$ cat config.mk
export PLATFORM = sky130hd
export DESIGN_NAME = prio_encoder_rr
export DESIGN_NICKNAME = d
export VERILOG_FILES = /design/src/rtl/prio_encoder_rr.sv
export SDC_FILE = /design/constraint.sdc
export NUM_CORES = 1
export LEC_CHECK = 0
export ABC_AREA = 0
export BUFFER_PORTS_ARGS = -buffer_cell sky130_fd_sc_hd__buf_4
export CORE_MARGIN = 2
export CORE_UTILIZATION = 33
export CTS_CLUSTER_SIZE = 14
export DETAILED_ROUTE_END_ITERATION = 6
export GPL_TIMING_DRIVEN = 0
export HOLD_SLACK_MARGIN = 0.02
export PLACE_DENSITY = 0.55
export SYNTH_ARGS = -nofsm -noshare
export SYNTH_HDL_FRONTEND = slang
export SYNTH_SLANG_ARGS = --single-unit
$ cat constraint.sdc
create_clock -name clk_i -period 6.1 [get_ports clk_i]
set_clock_uncertainty 0.1 [all_clocks]
set_input_delay 1.525 -clock clk_i [delete_from_list [all_inputs] [get_ports clk_i]]
set_output_delay 1.525 -clock clk_i [all_outputs]
set_load 0.1 [all_outputs]
$ cat src/rtl/prio_encoder_rr.sv
// N-to-log2(N) priority encoder with fixed or round-robin arbitration and a
// single registered valid/ready output stage (1-cycle latency, full throughput).
module prio_encoder_rr #(
  parameter  int N = 8,
  localparam int W = $clog2(N)
) (
  input  logic         clk_i,
  input  logic         rst_i,
  input  logic [N-1:0] req_i,
  input  logic         in_valid_i,
  output logic         in_ready_o,
  input  logic         rr_mode_i,
  output logic [W-1:0] out_idx_o,
  output logic [N-1:0] out_onehot_o,
  output logic         out_any_o,
  output logic         out_valid_o,
  input  logic         out_ready_i
);

  logic [W-1:0] ptr_q, ptr_d;
  logic [W-1:0] idx_q, idx_d;
  logic [N-1:0] onehot_q, onehot_d;
  logic         any_q, any_d;
  logic         valid_q, valid_d;

  logic [W-1:0] fix_idx, rr_idx, win_idx;
  logic         req_any, accept;

  assign req_any    = |req_i;
  assign in_ready_o = !valid_q || out_ready_i;
  assign accept     = in_valid_i && in_ready_o;

  always_comb begin
    fix_idx = '0;
    for (int i = 0; i < N; i++) begin
      if (req_i[i]) fix_idx = W'(i);
    end
  end

  // Walk offsets from farthest to nearest so the bit closest to ptr wins.
  always_comb begin
    rr_idx = '0;
    for (int k = N - 1; k >= 0; k--) begin
      int j;
      j = int'(ptr_q) + k;
      if (j >= N) j = j - N;
      if (req_i[j]) rr_idx = W'(j);
    end
  end

  assign win_idx = !req_any ? '0 : (rr_mode_i ? rr_idx : fix_idx);

  always_comb begin
    ptr_d    = ptr_q;
    idx_d    = idx_q;
    onehot_d = onehot_q;
    any_d    = any_q;
    valid_d  = valid_q;
    if (accept) begin
      idx_d    = win_idx;
      onehot_d = req_any ? ({{(N-1){1'b0}}, 1'b1} << win_idx) : '0;
      any_d    = req_any;
      valid_d  = 1'b1;
      if (rr_mode_i && req_any) begin
        ptr_d = (win_idx == W'(N - 1)) ? '0 : win_idx + W'(1);
      end
    end else if (valid_q && out_ready_i) begin
      valid_d = 1'b0;
    end
  end

  always_ff @(posedge clk_i or posedge rst_i) begin
    if (rst_i) begin
      ptr_q    <= '0;
      idx_q    <= '0;
      onehot_q <= '0;
      any_q    <= 1'b0;
      valid_q  <= 1'b0;
    end else begin
      ptr_q    <= ptr_d;
      idx_q    <= idx_d;
      onehot_q <= onehot_d;
      any_q    <= any_d;
      valid_q  <= valid_d;
    end
  end

  assign out_idx_o    = idx_q;
  assign out_onehot_o = onehot_q;
  assign out_any_o    = any_q;
  assign out_valid_o  = valid_q;

endmodule

# Yosys cells after proc, flatten, opt, wreduce, memory -nomap -nowiden
# Index checks and enable logic that the tools add are counted.
# totals
out_inout_bits	14
word_cells	100
regBits	16
# op_classes
reduce_logical	8
magnitude_cmp	16
n_addsub	16
shifts	1
n_eq_ne	1
muxes	53
# op_table
operator	count
less-than comparator 32 x 5 -> 1 bit, second input constant	8
2-to-1 mux 32 bit	8
2-to-1 mux 3 bit	17
subtractor 4 x 4 -> 5 bit, second input constant	7
>= comparator 4 bit, second input constant	7
binary-select mux 1 bit (select 3 bit)	8
2-to-1 mux 1 bit	19
adder 3 x 3 -> 4 bit, second input constant	4
adder 3 x 2 -> 4 bit, second input constant	2
2-to-1 mux 8 bit	1
OR reduction 8 bit	1
left shift 1 x 3 -> 8 bit, first input constant	1
subtractor 3 x 4 -> 5 bit, second input constant	1
adder 3 x 1 -> 4 bit, second input constant	1
>= comparator 3 x 4 -> 1 bit, second input constant	1
adder 3 x 1 -> 3 bit, second input constant	1
== test 3 bit, second input constant	1
logical AND 1 bit	3
AND reduction 2 bit	1
nonzero test 2 bit	1
logical NOT 1 bit	1
logical OR 1 bit	1

# Logic depth before layout (Yosys ltp)
# logic_depth
depth_word	18
ltp_mapped	16
depth_no_buf	13

# Worst setup path before layout
# Ideal clock, no wire load.
# synth_path
kind	input port to output port
start	input out_ready_i
end	output in_ready_o
path_buffers	0
t_arrival_ns	2.321
stages	1
slack_ns	2.154
required_time_ns	4.475
cell_sequence	nand2b_1
# synth_between
elab_chain_cells	1
# synth_rtl
item	line_no	text
start, declared	17	input logic out_ready_i
logical OR 1 bit	30	assign in_ready_o = !valid_q || out_ready_i;
end, declared	11	output logic in_ready_o,
# No other way between the ends.

# Final worst setup path
# layout_path
start	input req_i[6]
end	register ptr_q[1]
# layout_between
elab_chain_cells	15
# layout_rtl
item	line_no	text
start, declared	9	input logic [N-1:0] req_i,
binary-select mux 1 bit (select 3 bit)	47	if (req_i[j]) rr_idx = W'(j);
2-to-1 mux 1 bit (implied by the code) (2 in a row)	47	
2-to-1 mux 3 bit (8 in a row)	47	
2-to-1 mux 3 bit (2 in a row)	51	assign win_idx = !req_any ? '0 : (rr_mode_i ? rr_idx : fix_idx);
adder 3 x 1 -> 3 bit or == test 3 bit (tied branches)	65	ptr_d = (win_idx == W'(N - 1)) ? '0 : win_idx + W'(1);
2-to-1 mux 3 bit	65	
end signal, assigned	80	ptr_q <= ptr_d;
end, declared	20	logic [W-1:0] ptr_q, ptr_d;
# Parallel ways exist; a longest one is shown, timed or not. The select of a mux whose other input is x is not followed.
# A chain may end at the register's enable or synchronous reset.

==> key figures <==
Run status
  – Outcome: finished clean

Finish
  – Leading cell type in the layout, fill and taps excluded: nand2_1
  – Area Growth Syn to Fin: 17.7%
  – Share of layout cells above drive strength 1: 0.291
  – Nets: 251
  – Fill cells: 548
  – Diode count: 0
  – Most frequent cells in the layout: nand2_1 (29), buf_4 (27), dfrtp_1 (16), o21ai_0 (14)

STA
  – Final TNS setup: 0 ps
  – Slew @ Worst Pin: 650 ps
  – Crit path time final: 4070 ps
  – Fmax: 0.246 GHz
  – RSZ-0062 raised after global routing: false
  – Max transition margin: 0.566
  – Fin. max-slew vios: 0
  – Tcrit/Tclk final: 0.667
  – Setup Viol. Count Final: 0
  – Final hold vios: 0

Clock network
  – TritonCTS clock tree: done
  – Cts hold-fix bufs: 0
  – H-tree level count: 1
  – Clock Path Buffers: 2
  – Worst skew pair latency: 240 ps
  – Post-CTS setup buffer count: 0
  – Clk sinks: 16
  – CTS Buf Count: 3
  – Clock Tree Root: clkbuf_8
  – Post_cts resized: 0
  – CTS clock-pin slew for the worst setup and hold paths: about 50 ps

Critical path
  – Crit Path Class: in2reg
  – Reg2Reg Depth: 14
  – Startpoint Class: input port
  – R2r startpoint: ptr_q[1]
  – Crit path capture type: register
  – CP required: slightly above 6000 ps
  – Worst r2r dst: ptr_q[1]
  – R2R Setup Slk: approximately 2100 ps
  – CP Launch Point: req_i[6]
  – WP data arrival: 4100 ps
  – Critical Path Fanout Max: 10
  – Setup crit end: ptr_q[1]

Synthesis
  – Post-synth EDFFs: 0
  – Main flop type after synthesis: dfrtp_1
  – Synthesized area: ~0.0018 sq mm
  – Synth warnings: 0
  – Post-synthesis sequential area ratio: 0.224
  – Cell count after synthesis: 202
  – Synth Register Bits: 16
  – Async S/R FF share, synth: 1.00
  – Mapped Avg Cell Area: 8.84 sq um
  – Post-synth cell types: between 50 and 60
  – Synth Net Count: roughly 220

Placement
  – Hpwl dp: 3550 um
  – I/O Buffers: 25
  – Gp weighted congestion: 0.819

Global route
  – Largest net degree at the start of global routing: 17
  – Total grt overflow: 0
  – GRT Total Usage: 0.154
  – Vias in the first global route: 1538
  – Wire length of the first global-routing pass: 7470 um
  – Initial antenna violation count: 0

Routing
  – Pre-Repair DR Iteration Count: 4
  – Drt initial violations: 100
  – Post-DRT Antenna Nets: 0
  – Vias per cell: 5.35
  – Routed len/inst: 15.0 um
  – Via count: 1604
  – # DRC: 0
  – Final wirelength: 4500 um

Die
  – Floorplan Core Area: 0.00517 sq mm
  – IO Pins: 27
  – Starting density of the core: 0.345
  – DIE WIDTH: 77.6 um
  – Chip height: 77.6 um
  – Cell row count: 26
  – Die area: 0.00601 sq mm

Job
  – MaxCap Viol Count: 0

Hold path
  – Hold WC Path Type: reg2reg
[area by class of cell]
| class | count | area, sq um | area share |
|---|---|---|---|
| Multi-Input combinational cell | 158 | 1260 | 0.598 |
| Sequential cell | 16 | 400 | 0.190 |
| Timing Repair Buffer | 25 | 188 | 0.0893 |
| Tap cell | 70 | 87.6 | 0.0417 |
| Buffer | 16 | 83.8 | 0.0399 |
| Inverter | 12 | 45.0 | 0.0214 |
| Clock buffer | 3 | 41.3 | 0.0196 |
[flip-flops by register name, indices dropped and copies added, names as in the netlist]
signal        count
ptr_q             3
out_onehot_o      8
out_any_o         1
out_idx_o         3
out_valid_o       1
[critical path, stage by stage]
cell and delay, ps:
buf_4 80, clkbuf_1 320, mux2_2 250, mux2i_1 90
a221oi_1 580, a31o_2 240, o21ai_1 60, a21oi_2 290
nor2_1 120, ha_1 230, o31ai_1 300
[how the worst min path moves through the flow]
| stage | start | end | cells after the start |
|---|---|---|---|
| finish | out_onehot_o[7] | out_onehot_o[7] | 2 |
| global route | out_idx_o[2] | out_idx_o[2] | 1 |
| CTS | out_onehot_o[7] | out_onehot_o[7] | 2 |
| detailed placement | out_onehot_o[7] | out_onehot_o[7] | 2 |
| global placement | out_onehot_o[7] | out_onehot_o[7] | 2 |
| floorplan | ptr_q[0] | ptr_q[0] | 4 |
[metrics by stage]
| stage | setup slack (ps) | util | hold WS, ps | instances | area [sq um] |
|---|---|---|---|---|---|
| floorplan | 2150 | - | 747 | 202 | 1790 |
| global placement | 1760 | 0.398 | 359 | 297 | 2060 |
| detailed placement | 1800 | 0.398 | 366 | 297 | 2060 |
| CTS | 2030 | 0.406 | 377 | 300 | 2100 |
| global route | 1790 | 0.406 | 402 | 300 | 2100 |
| finish | 2030 | 0.406 | 377 | 300 | 2100 |
[routing by layer]
layer / global-route usage / up-vias / wire length, um
met4: 0.0179 / 0 / 40
met2: 0.252 / 38 / 2120
met3: 0.0256 / 4 / 188
met5: 0 / - / 0
li1: - / 797 / -
met1: 0.221 / 765 / 2150
[logic make-up after synthesis]
family	after synthesis	share of synthesized area
compound gates	55	0.219
simple gates	69	0.184
xor+xnor	4	0.0280
flops	16	0.224
buf+inv	28	0.0722
fa+ha+maj	6	0.0420
mux	24	0.231
[synth_stat cells (3+ instances only)]
library cell  number  area, sq um
o31ai_1            3         22.5
clkbuf_1           4         15.0
nand3_1            5         25.0
buf_2              6         30.0
inv_1              9         33.8
nor3_1             5         25.0
o21ai_0           14         70.1
dfrtp_1           16          400
nor2_1            10         37.5
nor2b_1            3         18.8
nand2_1           29          109
nand2b_1           7         43.8
mux4_2            13          293
mux2_2             4         45.0
mux2i_1            6         60.1
inv_2              3         11.3
and2_1             3         18.8
ha_1               6         75.1
a21oi_1           13         65.1
Power is not shown: default switching activity piles up to over one toggle a cycle in this logic, so the estimate is an artifact.
